===== src/rtl/inducer_input_conditioner_pkg.sv =====
// Types and channel map shared by the input conditioner and the truth-table gate wrappers.
package inducer_input_conditioner_pkg;

  localparam int NUM_IN = 3;

  // Packed as {in1, in2, in3}.
  typedef logic [NUM_IN-1:0] in_vec_t;

  localparam int CH_IN1 = 2;
  localparam int CH_IN2 = 1;
  localparam int CH_IN3 = 0;

endpackage


===== src/rtl/inducer_input_conditioner_debounce.sv =====
// One raw input channel: two-flop synchroniser, mismatch counter and stable flop.
module input_debounce_channel #(
  parameter int unsigned DEBOUNCE_CYCLES = 16,
  parameter int unsigned CNT_W           = 16
) (
  input  logic clk,
  input  logic rst_n,
  input  logic raw_i,
  output logic stable_o,
  output logic stable_next_o,
  output logic upd_o
);

  localparam logic [CNT_W-1:0] CNT_LAST = CNT_W'(DEBOUNCE_CYCLES - 1);

  logic             sync1_q, sync1_d;
  logic             sync2_q, sync2_d;
  logic             stable_q, stable_d;
  logic [CNT_W-1:0] cnt_q, cnt_d;

  // upd_o flags the cycle whose closing edge flips stable_q, so the top can
  // capture stable_next_o on that same edge.
  always_comb begin
    sync1_d  = raw_i;
    sync2_d  = sync1_q;
    stable_d = stable_q;
    cnt_d    = cnt_q;
    upd_o    = 1'b0;
    if (sync2_q == stable_q) begin
      cnt_d = '0;
    end else if (cnt_q == CNT_LAST) begin
      stable_d = sync2_q;
      cnt_d    = '0;
      upd_o    = 1'b1;
    end else begin
      cnt_d = cnt_q + CNT_W'(1);
    end
  end

  always_ff @(posedge clk or negedge rst_n) begin
    if (!rst_n) begin
      sync1_q  <= 1'b0;
      sync2_q  <= 1'b0;
      stable_q <= 1'b0;
      cnt_q    <= '0;
    end else begin
      sync1_q  <= sync1_d;
      sync2_q  <= sync2_d;
      stable_q <= stable_d;
      cnt_q    <= cnt_d;
    end
  end

  assign stable_o      = stable_q;
  assign stable_next_o = stable_d;

endmodule


===== src/rtl/inducer_input_conditioner.sv =====
// Debounced in1/in2/in3 levels plus a coalescing valid/ready change-event port.
module inducer_input_conditioner
  import inducer_input_conditioner_pkg::*;
#(
  parameter int unsigned DEBOUNCE_CYCLES = 16,
  parameter int unsigned CNT_W           = 16
) (
  input  logic       clk,
  input  logic       rst_n,
  input  logic [2:0] raw_in,
  output logic       in1,
  output logic       in2,
  output logic       in3,
  output logic       vec_valid,
  input  logic       vec_ready,
  output logic [2:0] vec_data,
  output logic       vec_dropped,
  input  logic       clr_dropped,
  output logic [7:0] event_cnt
);

  in_vec_t           stable_vec;
  in_vec_t           next_vec;
  logic [NUM_IN-1:0] upd;

  for (genvar i = 0; i < NUM_IN; i++) begin : g_ch
    input_debounce_channel #(
      .DEBOUNCE_CYCLES (DEBOUNCE_CYCLES),
      .CNT_W           (CNT_W)
    ) u_ch (
      .clk           (clk),
      .rst_n         (rst_n),
      .raw_i         (raw_in[i]),
      .stable_o      (stable_vec[i]),
      .stable_next_o (next_vec[i]),
      .upd_o         (upd[i])
    );
  end

  logic    ev;
  logic    vec_valid_q, vec_valid_d;
  in_vec_t vec_data_q, vec_data_d;
  logic    vec_dropped_q, vec_dropped_d;
  logic [7:0] event_cnt_q, event_cnt_d;

  assign ev = |upd;

  // A drop is only an event landing on a pending, unaccepted vector; the set
  // is applied after the clear so it wins when both happen together.
  always_comb begin
    vec_valid_d   = vec_valid_q;
    vec_data_d    = vec_data_q;
    vec_dropped_d = vec_dropped_q;
    event_cnt_d   = event_cnt_q;
    if (clr_dropped) vec_dropped_d = 1'b0;
    if (ev) begin
      vec_data_d  = next_vec;
      vec_valid_d = 1'b1;
      event_cnt_d = event_cnt_q + 8'd1;
      if (vec_valid_q && !vec_ready) vec_dropped_d = 1'b1;
    end else if (vec_valid_q && vec_ready) begin
      vec_valid_d = 1'b0;
    end
  end

  always_ff @(posedge clk or negedge rst_n) begin
    if (!rst_n) begin
      vec_valid_q   <= 1'b0;
      vec_data_q    <= '0;
      vec_dropped_q <= 1'b0;
      event_cnt_q   <= '0;
    end else begin
      vec_valid_q   <= vec_valid_d;
      vec_data_q    <= vec_data_d;
      vec_dropped_q <= vec_dropped_d;
      event_cnt_q   <= event_cnt_d;
    end
  end

  assign in1         = stable_vec[CH_IN1];
  assign in2         = stable_vec[CH_IN2];
  assign in3         = stable_vec[CH_IN3];
  assign vec_valid   = vec_valid_q;
  assign vec_data    = vec_data_q;
  assign vec_dropped = vec_dropped_q;
  assign event_cnt   = event_cnt_q;

endmodule


===== config.mk =====
export PLATFORM = sky130hd
export DESIGN_NAME = inducer_input_conditioner
export DESIGN_NICKNAME = d
export VERILOG_FILES = /design/src/rtl/inducer_input_conditioner_pkg.sv /design/src/rtl/inducer_input_conditioner_debounce.sv /design/src/rtl/inducer_input_conditioner.sv
export SDC_FILE = /design/constraint.sdc
export NUM_CORES = 1
export LEC_CHECK = 0
export CAP_MARGIN = 10
export CORE_MARGIN = 4
export CORE_UTILIZATION = 45
export DETAILED_ROUTE_END_ITERATION = 7
export GPL_TIMING_DRIVEN = 1
export SLEW_MARGIN = 25
export SYNTH_ARGS = -nofsm -noshare
export SYNTH_HDL_FRONTEND = slang
export SYNTH_HIERARCHICAL = 1
export SYNTH_SLANG_ARGS = --single-unit

===== constraint.sdc =====
create_clock -name clk -period 3.97 [get_ports clk]
set_input_delay 0.5955 -clock clk [delete_from_list [all_inputs] [get_ports clk]]
set_output_delay 0.5955 -clock clk [all_outputs]
set_load 0.005 [all_outputs]

* After elaboration in Yosys (flattened, before gate mapping) *
Index checks and enable logic that the tools add are counted.

cells by class
  multiplexer cells = 23
  eq/ne operators = 6
  reductions and logical operators = 5
  add/sub/neg operators = 4

operators by type and width
  operator                 number
  $mux W16                 6
  $add A16 B1 Y16 const B  3
  $eq A16 B4 Y1 const B    3
  $mux W1                  17
  $add A8 B1 Y8 const B    1
  $eq A1 B1 Y1             3
  $reduce_or A3 Y1         1
  $logic_and A1 B1 Y1      2
  $reduce_bool A2 Y1       1
  $logic_not A1 Y1         1

storage, ports and cells
  output and inout port bits = 16
  register bits = 70
  word-level logic and storage cells = 54

* Longest topological paths before layout *
Gate-level depths: netlist of run 1.

  word-level depth = 5
  gate-level depth with buffers = 8
  depth with buffers taken out = 7

* Modules after synthesis *
The synthesis of run 1 kept the hierarchy.

modules (own cells, without submodules)
  module                     area each (µm²)  cells each  seq. area each (µm²)  times used
  input_debounce_channel     895.9            86          475.5                 3
  inducer_input_conditioner  559.3            42          325.3                 1

* Least setup slack after synthesis of run 1 *
OpenSTA, ideal clock, no wires.

  path type = reg-to-reg
  from = register g_ch[1].u_ch.cnt_q[0]
  to = register event_cnt_q[1] (netlist: event_cnt[1])
  buffers on the path = 1
  cell stages (with the launch flop) = 8
  data arrival time = 1.717 ns
  path slack = 2.126 ns
  required time = 3.843 ns
  setup time = 0.127 ns
  cell sequence = dfrtp_1 ha_1 nand3_1 nand4b_1 nor2b_1 nor3_4 buf_6 mux2_1

on the way
  longest elaborated chain between the ends = 4

ends and longest elaborated chain
  element                   RTL line                                  text
  start: declaration        inducer_input_conditioner_debounce.sv:19  logic [CNT_W-1:0] cnt_q, cnt_d;
  start signal: assignment  inducer_input_conditioner_debounce.sv:50  cnt_q <= cnt_d;
  $eq A16 B4 Y1             inducer_input_conditioner_debounce.sv:31  end else if (cnt_q == CNT_LAST) begin
  $mux W1                   inducer_input_conditioner_debounce.sv:31
  $mux W1                   inducer_input_conditioner_debounce.sv:29  if (sync2_q == stable_q) begin
  net upd[1]                inducer_input_conditioner.sv:24           logic [NUM_IN-1:0] upd;
  $reduce_or A3 Y1          inducer_input_conditioner.sv:46           assign ev = |upd;
  end signal: assignment    inducer_input_conditioner.sv:76           event_cnt_q <= event_cnt_d;
  end: declaration          inducer_input_conditioner.sv:44           logic [7:0] event_cnt_q, event_cnt_d;

The timed path passes the listed nets, and every way through them passes these cells.
A chain may end at the register's enable or synchronous reset.

* Worst setup path in the final report of run 1 *
  from = register g_ch[0].u_ch.cnt_q[0]
  to = register event_cnt_q[1] (netlist: event_cnt[1])

on the way
  longest elaborated chain between the ends = 4

ends and longest elaborated chain
  element                   RTL line
  start: declaration        inducer_input_conditioner_debounce.sv:19
  start signal: assignment  inducer_input_conditioner_debounce.sv:50
  $eq A16 B4 Y1             inducer_input_conditioner_debounce.sv:31
  $mux W1                   inducer_input_conditioner_debounce.sv:31
  $mux W1                   inducer_input_conditioner_debounce.sv:29
  net upd[0]                inducer_input_conditioner.sv:24
  $reduce_or A3 Y1          inducer_input_conditioner.sv:46

The timed path passes the listed nets, and every way through them passes these cells.

==> results.sh, run 1 <==
export IMPL_fin_setup_tns_ns=0
export IMPL_fp_row_count=30
export IMPL_place_inst=412
export IMPL_ys_warnings_count=6
export IMPL_clock_sinks=70
export IMPL_netlist_area_um2=3250
export IMPL_area_growth_pct=15.9
export IMPL_outcome="completed"
export IMPL_endpoint_kind="flop"
export IMPL_max_stage_delay_ns=0.51
export IMPL_synth_area_leader_cell="dfrtp_1"
export IMPL_path_cells="ha_1 > nand3_1 > nand4b_1 > nor2b_1 > nor3_4 > mux2_1"
export IMPL_postCtsSetupRepairBufs=0
export IMPL_hold_viol_final=0
export IMPL_slew_headroom_pct=42.2
export IMPL_viasPerCell=4.98
export IMPL_dp_slack_ns=1.81
export IMPL_antenna_found_initial=0
export IMPL_hold_class="flop to flop"
export IMPL_crit_buf_inv=0
export IMPL_grt_util_met1_pct=19.4
export IMPL_synth_area_top_cells="dfrtp_1, xnor2_1, nor2_1"
export IMPL_min_delay_path_depth=0
export IMPL_r2r_start="g_ch[0].u_ch/cnt_q[0]"
export IMPL_critPathTopFamily="simple AND/OR/NAND/NOR gates"
export IMPL_num_antenna_cells=0
export IMPL_cp_depth=6
export IMPL_maxSlewViolCount=0
export IMPL_yosys_area_top_type_share_pct=53.9
export IMPL_leakagePower_nw=1.60
export IMPL_grt_pass1_vias=2078
export IMPL_coreArea_um2=6910
export IMPL_pin_count=23
export IMPL_powerDensity_nw_per_um2=371
export IMPL_gp_congestion=0.804
export IMPL_crit_arrival_ns=2.36
export IMPL_grt_max_degree=71
export IMPL_grt_pass1_wl_um=9820
export IMPL_yosysUniqueCellTypes=31
export IMPL_min_period_ns=2.14
export IMPL_track_usage_pct=14.6
export IMPL_drtIter0Drc=70
export IMPL_holdPathEnd="g_ch[0].u_ch/sync2_q"
export IMPL_irDropWorstVdd_uv=261
export IMPL_clock_path_buffers=2
export IMPL_initial_utilization_pct=47.0
export IMPL_postSynthCellCount=300
export IMPL_root_buffer="clkbuf_8"
export IMPL_cts_resized=0
export IMPL_path_class="flop to flop"
export IMPL_yosysSeqAreaShare_pct=53.9
export IMPL_routed_wl_um=5620
export IMPL_wl_per_cell_um=13.1
export IMPL_setup_viol=0
export IMPL_multi_input_area_um2=1430
export IMPL_remaining_drc_errors=0
export IMPL_rsz0062_at_grt="no"
export IMPL_period_share_pct=53.8
export IMPL_worst_r2r_cell_count=6
export IMPL_setup_slack_ns=1.83
export IMPL_cts_hold_buf=0
export IMPL_clk_pin_slew_worst_paths_ns=0.08
export IMPL_critPathMaxFanout=13
export IMPL_drive_gt1_share_pct=10.8
export IMPL_maxCapViolations=0
export IMPL_port_buffers=22
export IMPL_grt_util_met3_pct=5.44
export IMPL_grt_busiest_layer="met2"
export IMPL_dr_pass1_iters=4
export IMPL_dp_hpwl_um=3750
export IMPL_cts_buffers=9
export IMPL_fp_dieArea_um2=8640
export IMPL_ant_nets=0
export IMPL_layout_cells_non_filler=428
export IMPL_grt_use_met2_pct=21.6
export IMPL_worstHoldStart="g_ch[0].u_ch/sync1_q"
export IMPL_clock_latency_ns=0.34
export IMPL_finClkSkew_ns=0.00945
export IMPL_r2r_slack_ns=1.83
export IMPL_overflow=0
export IMPL_synth_nets=311
export IMPL_die_h_um=92.9
export IMPL_cp_required_ns=4.20
export IMPL_crit_path_start_kind="flop"
export IMPL_synth_seq_cells=70
export IMPL_fillers=650
export IMPL_dr_total_vias=2133
export IMPL_die_width_um=92.9
export IMPL_tightest_slew_ns=0.867
export IMPL_finalNetCount=338
export IMPL_max_freq_mhz=468
export IMPL_seq_area_um2=1750
export IMPL_syn_avg_cell_area_um2=10.8
export IMPL_cts_max_level=3
export IMPL_r2r_end="event_cnt[1]"
export IMPL_worst_path_max_delay_cell="nor3_4"
export IMPL_cts_tree="built"
[where the power goes]
group          switching (W)  leakage, nW  internal (W)   total, W
registers          0.0000108        0.957      0.000723   0.000734
logic              0.0000269        0.542     0.0000137  0.0000406
clock network       0.000268        0.106      0.000353   0.000620
[cells in the mapped netlist, drive strengths merged]
master	count
dfrtp	70
nor2	44
xnor2	32
nand2	19
nand3	17
xor2	17
nor4	16
nor3	15
nand4	12
buf	7
inv	7
mux2	7
nor2b	6
or2	6
ha	4
a21oi	3
and3	3
and4	3
nand4b	3
o21ai	3
or3	3
nand2b	2
o22ai	1
[metal layers]
layer | up-vias | routed length, um
li1 | 1078 | -
met2 | 29 | 2550
met4 | 0 | 68
met1 | 1017 | 2760
met3 | 9 | 242
met5 | - | 0
[cell type report]
type	count	area share, %
clock buffers	10	3.39
clock inverters	6	2.29
inverters	7	0.698
multi-input cells	216	37.9
flip-flops and latches	70	46.6
well taps	96	3.19
repair buffers	23	5.92
[cell families after synthesis]
kind of cell               after synthesis  synth area share (%)
buffers and inverters                   14                  2.08
xor gates and xnor gates                49                  13.2
AOI/OAI and AO/OA                        7                  1.12
adders and majority gates                4                  1.54
and+or+nand+nor                        149                  25.7
muxes                                    7                  2.43
DFF                                     70                  53.9
[through the flow]
| step | hold WS [ns] | util [%] | power, W | instance area [um2] |
|---|---|---|---|---|
| after global placement | 0.334 | 51.4 | 0.000791 | 3550 |
| after CTS | 0.353 | 54.5 | 0.00142 | 3760 |
| after floorplan | 0.300 | - | 0.000764 | 3250 |
| after detailed placement | 0.335 | 51.4 | 0.000790 | 3550 |
| final | 0.351 | 54.5 | 0.00139 | 3760 |
| after global routing | 0.373 | 54.5 | 0.00146 | 3760 |
[sequential cells by signal, indices dropped and copies added, names as in the netlist]
| signal | cells |
|---|---|
| event_cnt | 8 |
| g_ch.u_ch/sync1_q | 3 |
| g_ch.u_ch/sync2_q | 3 |
| g_ch.u_ch/cnt_q | 48 |
| vec_dropped | 1 |
| g_ch.u_ch/stable_o | 3 |
| vec_valid | 1 |
| vec_data | 3 |
[cells in the final DEF, fill, tap and decap left out, types with 4 or more instances in the layout]
master           instances
nor4_1                  15
dfrtp_1                 70
xnor2_1                 32
clkdlybuf4s50_1         21
nand4_1                  9
nor2b_1                  6
xor2_1                  17
inv_1                    7
nor3_1                  13
nand2_1                 19
ha_1                     4
clkbuf_8                 9
nor2_1                  44
mux2_1                   4
nand3_1                 16
[how the worst max path moves through the flow]
stage	from	slack [ns]	end
floorplan	g_ch[1].u_ch/cnt_q[0]	2.13	event_cnt[1]
global placement	g_ch[1].u_ch/cnt_q[0]	1.90	event_cnt[1]
detailed placement	g_ch[0].u_ch/cnt_q[0]	1.81	event_cnt[1]
CTS	g_ch[0].u_ch/cnt_q[0]	1.82	event_cnt[1]
global route	g_ch[1].u_ch/cnt_q[0]	1.62	event_cnt[1]
finish	g_ch[0].u_ch/cnt_q[0]	1.83	event_cnt[1]
[worst reg2reg max path, stage by stage, from the launching register on]
cell and delay (ns):
dfrtp_1 0.42, ha_1 0.25, nand3_1 0.14, nand4b_1 0.22
nor2b_1 0.11, nor3_4 0.51, mux2_1 0.39
No activity file was read; power rests on OpenSTA's default activity.
==> inputs of run 2 (changes only) <==
clock period = 2 ns   (was 3.97 ns; I/O delays follow)
==> run 2 against run 1 <==
  * Non-clock buffer count rose by 34
  * Fmax is 13% higher
  * Routed wire length grew 12%
  * Die area unchanged
  * Global-route usage is 1.2 points higher
  * Via count is 7.9% higher
  * Sequential power rose by 98%
  * Clock-buffer cell count did not move
  * Register-to-register slack got worse by 1.7 ns
  * First-iteration DRC count down 39%
  * Clock skew is 0.0023 ns higher
  * Critical path type unchanged
  * Critical endpoint is now vec_data[2]
==> results.sh, run 2 (synthesized netlist as in run 1, its figures left out) <==
export IMPL_initial_utilization_pct=47.0
export IMPL_maxCapViolations=0
export IMPL_worst_r2r_cell_count=5
export IMPL_endpoint_kind="flop"
export IMPL_seq_area_um2=1750
export IMPL_num_antenna_cells=0
export IMPL_crit_arrival_ns=2.10
export IMPL_die_width_um=92.9
export IMPL_fin_util_pct=59.7
export IMPL_coreArea_um2=6910
export IMPL_maxSlewViolCount=0
export IMPL_irDropWorstVdd_uv=396
export IMPL_powerDensity_nw_per_um2=709
export IMPL_fillers=604
export IMPL_multi_input_area_um2=1490
export IMPL_top_register="g_ch.u_ch/cnt_q"
export IMPL_finClkSkew_ns=0.0118
export IMPL_wl_per_cell_um=13.5
export IMPL_cp_required_ns=2.22
export IMPL_clk_pin_slew_worst_paths_ns=0.08
export IMPL_power_switching_w=0.000610
export IMPL_leakagePower_nw=1.81
export IMPL_slew_headroom_pct=69.3
export IMPL_cts_max_level=3
export IMPL_port_buffers=22
export IMPL_min_delay_path_depth=0
export IMPL_hold_class="flop to flop"
export IMPL_area_growth_pct=26.9
export IMPL_total_power_w=0.00292
export IMPL_layout_commonest_cell="dfrtp_1"
export IMPL_dr_pass1_iters=4
export IMPL_period_share_pct=94.2
export IMPL_cts_buffers=9
export IMPL_power_frac_seq_pct=49.6
export IMPL_combPwrFrac_pct=4.0
export IMPL_fp_dieArea_um2=8640
export IMPL_dr_total_vias=2302
export IMPL_clock_sinks=70
export IMPL_final_cell_mix="dfrtp_1, nor2_1, buf_4, xnor2_1, clkdlybuf4s50_1"
export IMPL_ant_nets=0
export IMPL_internal_power_w=0.00231
export IMPL_clock_path_buffers=2
export IMPL_dp_hpwl_um=4300
export IMPL_grt_pass1_wl_um=10700
export IMPL_outcome="completed"
export IMPL_antenna_found_initial=0
export IMPL_finalNetCount=373
export IMPL_clkPwrFrac_pct=46.3
export IMPL_largest_reg_flops=48
export IMPL_grt_pass1_vias=2381
export IMPL_tightest_slew_ns=0.458
export IMPL_critPathMaxFanout=4
export IMPL_drive_gt1_share_pct=21.3
export IMPL_cts_tree="built"
export IMPL_pin_count=23
export IMPL_switching_share_pct=20.9
export IMPL_clock_latency_ns=0.34
export IMPL_setup_viol=0
export IMPL_hold_ws_ns=0.342
export IMPL_hold_viol_final=0
export IMPL_drtIter0Drc=43
export IMPL_remaining_drc_errors=0
export IMPL_max_freq_mhz=531
export IMPL_fp_row_count=30
export IMPL_root_buffer="clkbuf_8"
export IMPL_track_usage_pct=15.8
export IMPL_gp_congestion=0.813
export IMPL_path_class="flop to flop"
export IMPL_overflow=0
export IMPL_grt_max_degree=71
export IMPL_die_h_um=92.9
export IMPL_viasPerCell=4.97
export IMPL_crit_path_start_kind="flop"
export IMPL_min_period_ns=1.88
export IMPL_routed_wl_um=6270
-- run 2: cell types whose count changed in the layout (fill, tap and decap cells not counted) --
cell	before	now
buf_4	1	33
buf_12	0	1
clkinv_4	1	0
nor4_1	15	10
bufinv_16	2	3
nor3_2	1	2
nor4_2	1	6
nor2b_4	0	3
clkinvlp_4	1	2
dlygate4sd3_1	0	1
clkinv_2	2	1
nor2b_1	6	3
-- run 2: timing repair --
| item | CTS | global route |
|---|---|---|
| pin swaps | 1 | 3 |
| hold buffers | 1 | 0 |
| setup buffers | 0 | 0 |
| gates cloned | 0 | 1 |
| endpoints found under the hold margin | 70 | 0 |
| gates resized for setup | 0 | 11 |
| setup endpoints to repair | 1 | 10 |
-- run 2: power by group through the flow --
stage                     registers [W]  logic (W)  clock network, W
after CTS                       0.00145   0.000119           0.00139
after floorplan                 0.00148  0.0000360                 0
after global placement          0.00148   0.000116                 0
after detailed placement        0.00148   0.000117                 0
after global routing            0.00145   0.000133           0.00146
final                           0.00145   0.000117           0.00135
-- run 2: layout make-up --
class / instances / area share (%)
multi-input cells: 217 / 36.2
clock buffers: 10 / 3.10
well taps: 96 / 2.92
repair buffers: 57 / 12.0
flip-flops and latches: 70 / 42.5
clock inverters: 6 / 2.67
inverters: 7 / 0.638
-- run 2: per-stage QoR --
step,instance area (um2),TNS [ns],std cells,worst slack [ns]
floorplan,3250,0,300,0.156
global placement,3810,0,445,0.0733
detailed placement,3810,0,445,0.00836
CTS,4060,0,462,0.00821
global route,4120,-0.0130,463,-0.0130
finish,4120,0,463,0.115
-- run 2: final timing paths --
kind / endpoint / slack (ns) / start
min in group asynchronous: g_ch[2].u_ch/cnt_q[14] / 0.52 / rst_n
max in group asynchronous: g_ch[1].u_ch/cnt_q[3] / 1.18 / rst_n
hold reg to reg: g_ch[0].u_ch/sync2_q / 0.34 / g_ch[0].u_ch/sync1_q
setup / recovery: vec_data[2] / 0.12 / g_ch[2].u_ch/cnt_q[10]
setup reg to reg: vec_data[2] / 0.12 / g_ch[2].u_ch/cnt_q[10]
hold / removal: g_ch[0].u_ch/sync2_q / 0.34 / g_ch[0].u_ch/sync1_q
-- run 2: critical path: stages (launching register included) --
cell      delay, ns
dfrtp_1        0.43
nor4_2         0.32
nand4b_1       0.24
buf_4          0.21
mux2_2         0.28
mux2_1         0.28
-- run 2: per-layer routing --
layer | wire length, um | GRT usage (%) | vias to the layer above
met2 | 3150 | 26.0 | 26
met4 | 70 | 8.06 | 0
met3 | 155 | 3.49 | 6
met1 | 2900 | 19.5 | 1120
li1 | - | - | 1150
met5 | 0 | 0 | -
==> inputs of run 3 (changes only) <==
CORE_UTILIZATION = 35   (was 45)
==> run 3 against run 2 <==
  * Setup slack worse by 0.012 ns
  * Utilization shrank 13 points
  * Register-to-register slack hardly changed
  * Largest cell class unchanged
  * Highest routed layer unchanged
==> results.sh, run 3 (synthesized netlist as in run 1, its figures left out) <==
export IMPL_outcome="completed"
export IMPL_slew_headroom_pct=70.5
export IMPL_grt_pass1_vias=2287
export IMPL_cts_tree="built"
export IMPL_root_buffer="clkbuf_8"
export IMPL_power_frac_seq_pct=50.5
export IMPL_internal_power_w=0.00221
export IMPL_r2r_slack_ns=0.10
export IMPL_routed_wl_um=6160
export IMPL_layout_commonest_cell="dfrtp_1"
export IMPL_largest_reg_flops=48
export IMPL_final_cell_mix="dfrtp_1, nor2_1, buf_4, xnor2_1, clkdlybuf4s50_1"
export IMPL_endpoint_kind="flop"
export IMPL_cts_buffers=9
export IMPL_path_class="flop to flop"
export IMPL_powerDensity_nw_per_um2=695
export IMPL_port_buffers=22
export IMPL_top_register="g_ch.u_ch/cnt_q"
export IMPL_combPwrFrac_pct=4.2
export IMPL_grt_pass1_wl_um=10900
export IMPL_clk_pin_slew_worst_paths_ns=0.08
export IMPL_leakagePower_nw=1.81
export IMPL_power_switching_w=0.000665
export IMPL_switching_share_pct=23.2
export IMPL_max_freq_mhz=527
export IMPL_critPathMaxFanout=4
export IMPL_clock_path_buffers=2
export IMPL_setup_slack_ns=0.104
export IMPL_maxCapViolations=0
export IMPL_antenna_found_initial=0
export IMPL_drive_gt1_share_pct=22.0
export IMPL_tightest_slew_ns=0.442
export IMPL_fp_dieArea_um2=10900
export IMPL_maxSlewViolCount=0
export IMPL_place_inst=458
export IMPL_grt_max_degree=22
export IMPL_viasPerCell=4.84
export IMPL_finalNetCount=374
export IMPL_clock_latency_ns=0.34
export IMPL_finClkSkew_ns=0.0121
export IMPL_die_h_um=104
export IMPL_drtIter0Drc=56
export IMPL_clock_sinks=70
export IMPL_clkPwrFrac_pct=45.4
export IMPL_pin_count=23
export IMPL_ant_nets=0
export IMPL_wl_per_cell_um=12.9
export IMPL_hold_class="flop to flop"
export IMPL_crit_path_start_kind="flop"
export IMPL_overflow=0
export IMPL_hold_viol_final=0
export IMPL_dp_slack_ns=0.00370
export IMPL_setup_viol=0
export IMPL_dr_pass1_iters=4
export IMPL_rsz0062_at_grt="no"
export IMPL_remaining_drc_errors=0
export IMPL_irDropWorstVdd_uv=416
export IMPL_period_share_pct=94.8
export IMPL_area_growth_pct=27.2
export IMPL_initial_utilization_pct=36.5
export IMPL_coreArea_um2=8890
export IMPL_fp_row_count=34
export IMPL_gp_congestion=0.836
export IMPL_cts_max_level=3
export IMPL_num_antenna_cells=0
export IMPL_crit_arrival_ns=2.12
export IMPL_die_width_um=104
export IMPL_layout_cells_non_filler=476
export IMPL_dr_total_vias=2306
export IMPL_dp_hpwl_um=4290
export IMPL_min_period_ns=1.90
export IMPL_track_usage_pct=12.2
export IMPL_cp_required_ns=2.23
export IMPL_fin_setup_tns_ns=0
-- run 3: cell count changes in the layout (fill, tap and decap cells not counted), sizes merged --
cell      delta
clkinvlp     -2
buf          +1
clkbuf       -1
inv          +3
bufinv       -1
clkinv       +1
-- run 3: power groups by stage --
| stage | Combinational [W] | Clock (W) | Sequential (W) |
|---|---|---|---|
| 3_3_place_gp | 0.000121 | 0 | 0.00148 |
| 3_5_place_dp | 0.000120 | 0 | 0.00148 |
| 2_1_floorplan | 0.0000360 | 0 | 0.00148 |
| 6_report | 0.000120 | 0.00130 | 0.00145 |
| 5_1_grt | 0.000138 | 0.00141 | 0.00145 |
| 4_1_cts | 0.000123 | 0.00135 | 0.00145 |
-- run 3: routing by layer --
layer | vias up | routed length, um | GRT usage [%]
li1 | 1159 | - | -
met1 | 1103 | 3060 | 17.1
met2 | 35 | 2790 | 17.8
met3 | 9 | 211 | 3.54
met4 | 0 | 98 | 4.27
met5 | - | 0 | 0
-- run 3: worst paths after layout --
check | from | to | depth (start not counted)
worst min register to register | g_ch[2].u_ch/sync1_q | g_ch[2].u_ch/sync2_q | 0
worst min-delay path | g_ch[2].u_ch/sync1_q | g_ch[2].u_ch/sync2_q | 0
min in group asynchronous | rst_n | g_ch[0].u_ch/cnt_q[3] | 2
max in group asynchronous | rst_n | g_ch[0].u_ch/cnt_q[12] | 3
worst max-delay path | g_ch[2].u_ch/cnt_q[1] | vec_data[2] | 6
worst max register to register | g_ch[2].u_ch/cnt_q[1] | vec_data[2] | 6
-- run 3: timing repair --
item / in CTS / in global routing
endpoints found under the hold margin: 14 / 0
cloned: 0 / 1
hold buffers: 1 / 0
buffers inserted: 0 / 0
gates resized for setup: 1 / 10
pin swaps: 0 / 4
endpoints found under the setup margin: 2 / 10
-- run 3: critical path, stage by stage (launching register included) --
cell      delay [ns]
dfrtp_1         0.39
ha_2            0.22
nand3_1         0.10
nand4b_1        0.30
buf_4           0.22
mux2_2          0.28
mux2_1          0.28
-- run 3: through the flow --
step | total power (W) | hold slack [ns] | area (um2) | utilization [%]
4_1_cts | 0.00292 | 0.353 | 4070 | 45.8
2_1_floorplan | 0.00152 | 0.00441 | 3250 | -
3_3_place_gp | 0.00160 | 0.263 | 3830 | 43.1
5_1_grt | 0.00300 | 0.361 | 4130 | 46.5
3_5_place_dp | 0.00160 | 0.260 | 3830 | 43.1
6_report | 0.00287 | 0.353 | 4130 | 46.5
-- run 3: cell type report --
cell class	count	area, um2
Multi-Input combinational cell	217	1490
Fill cell	811	4760
Timing Repair Buffer	58	500
Inverter	7	26.3
Clock inverter	7	104
Tap cell	108	135
Clock buffer	9	124
Sequential cell	70	1750
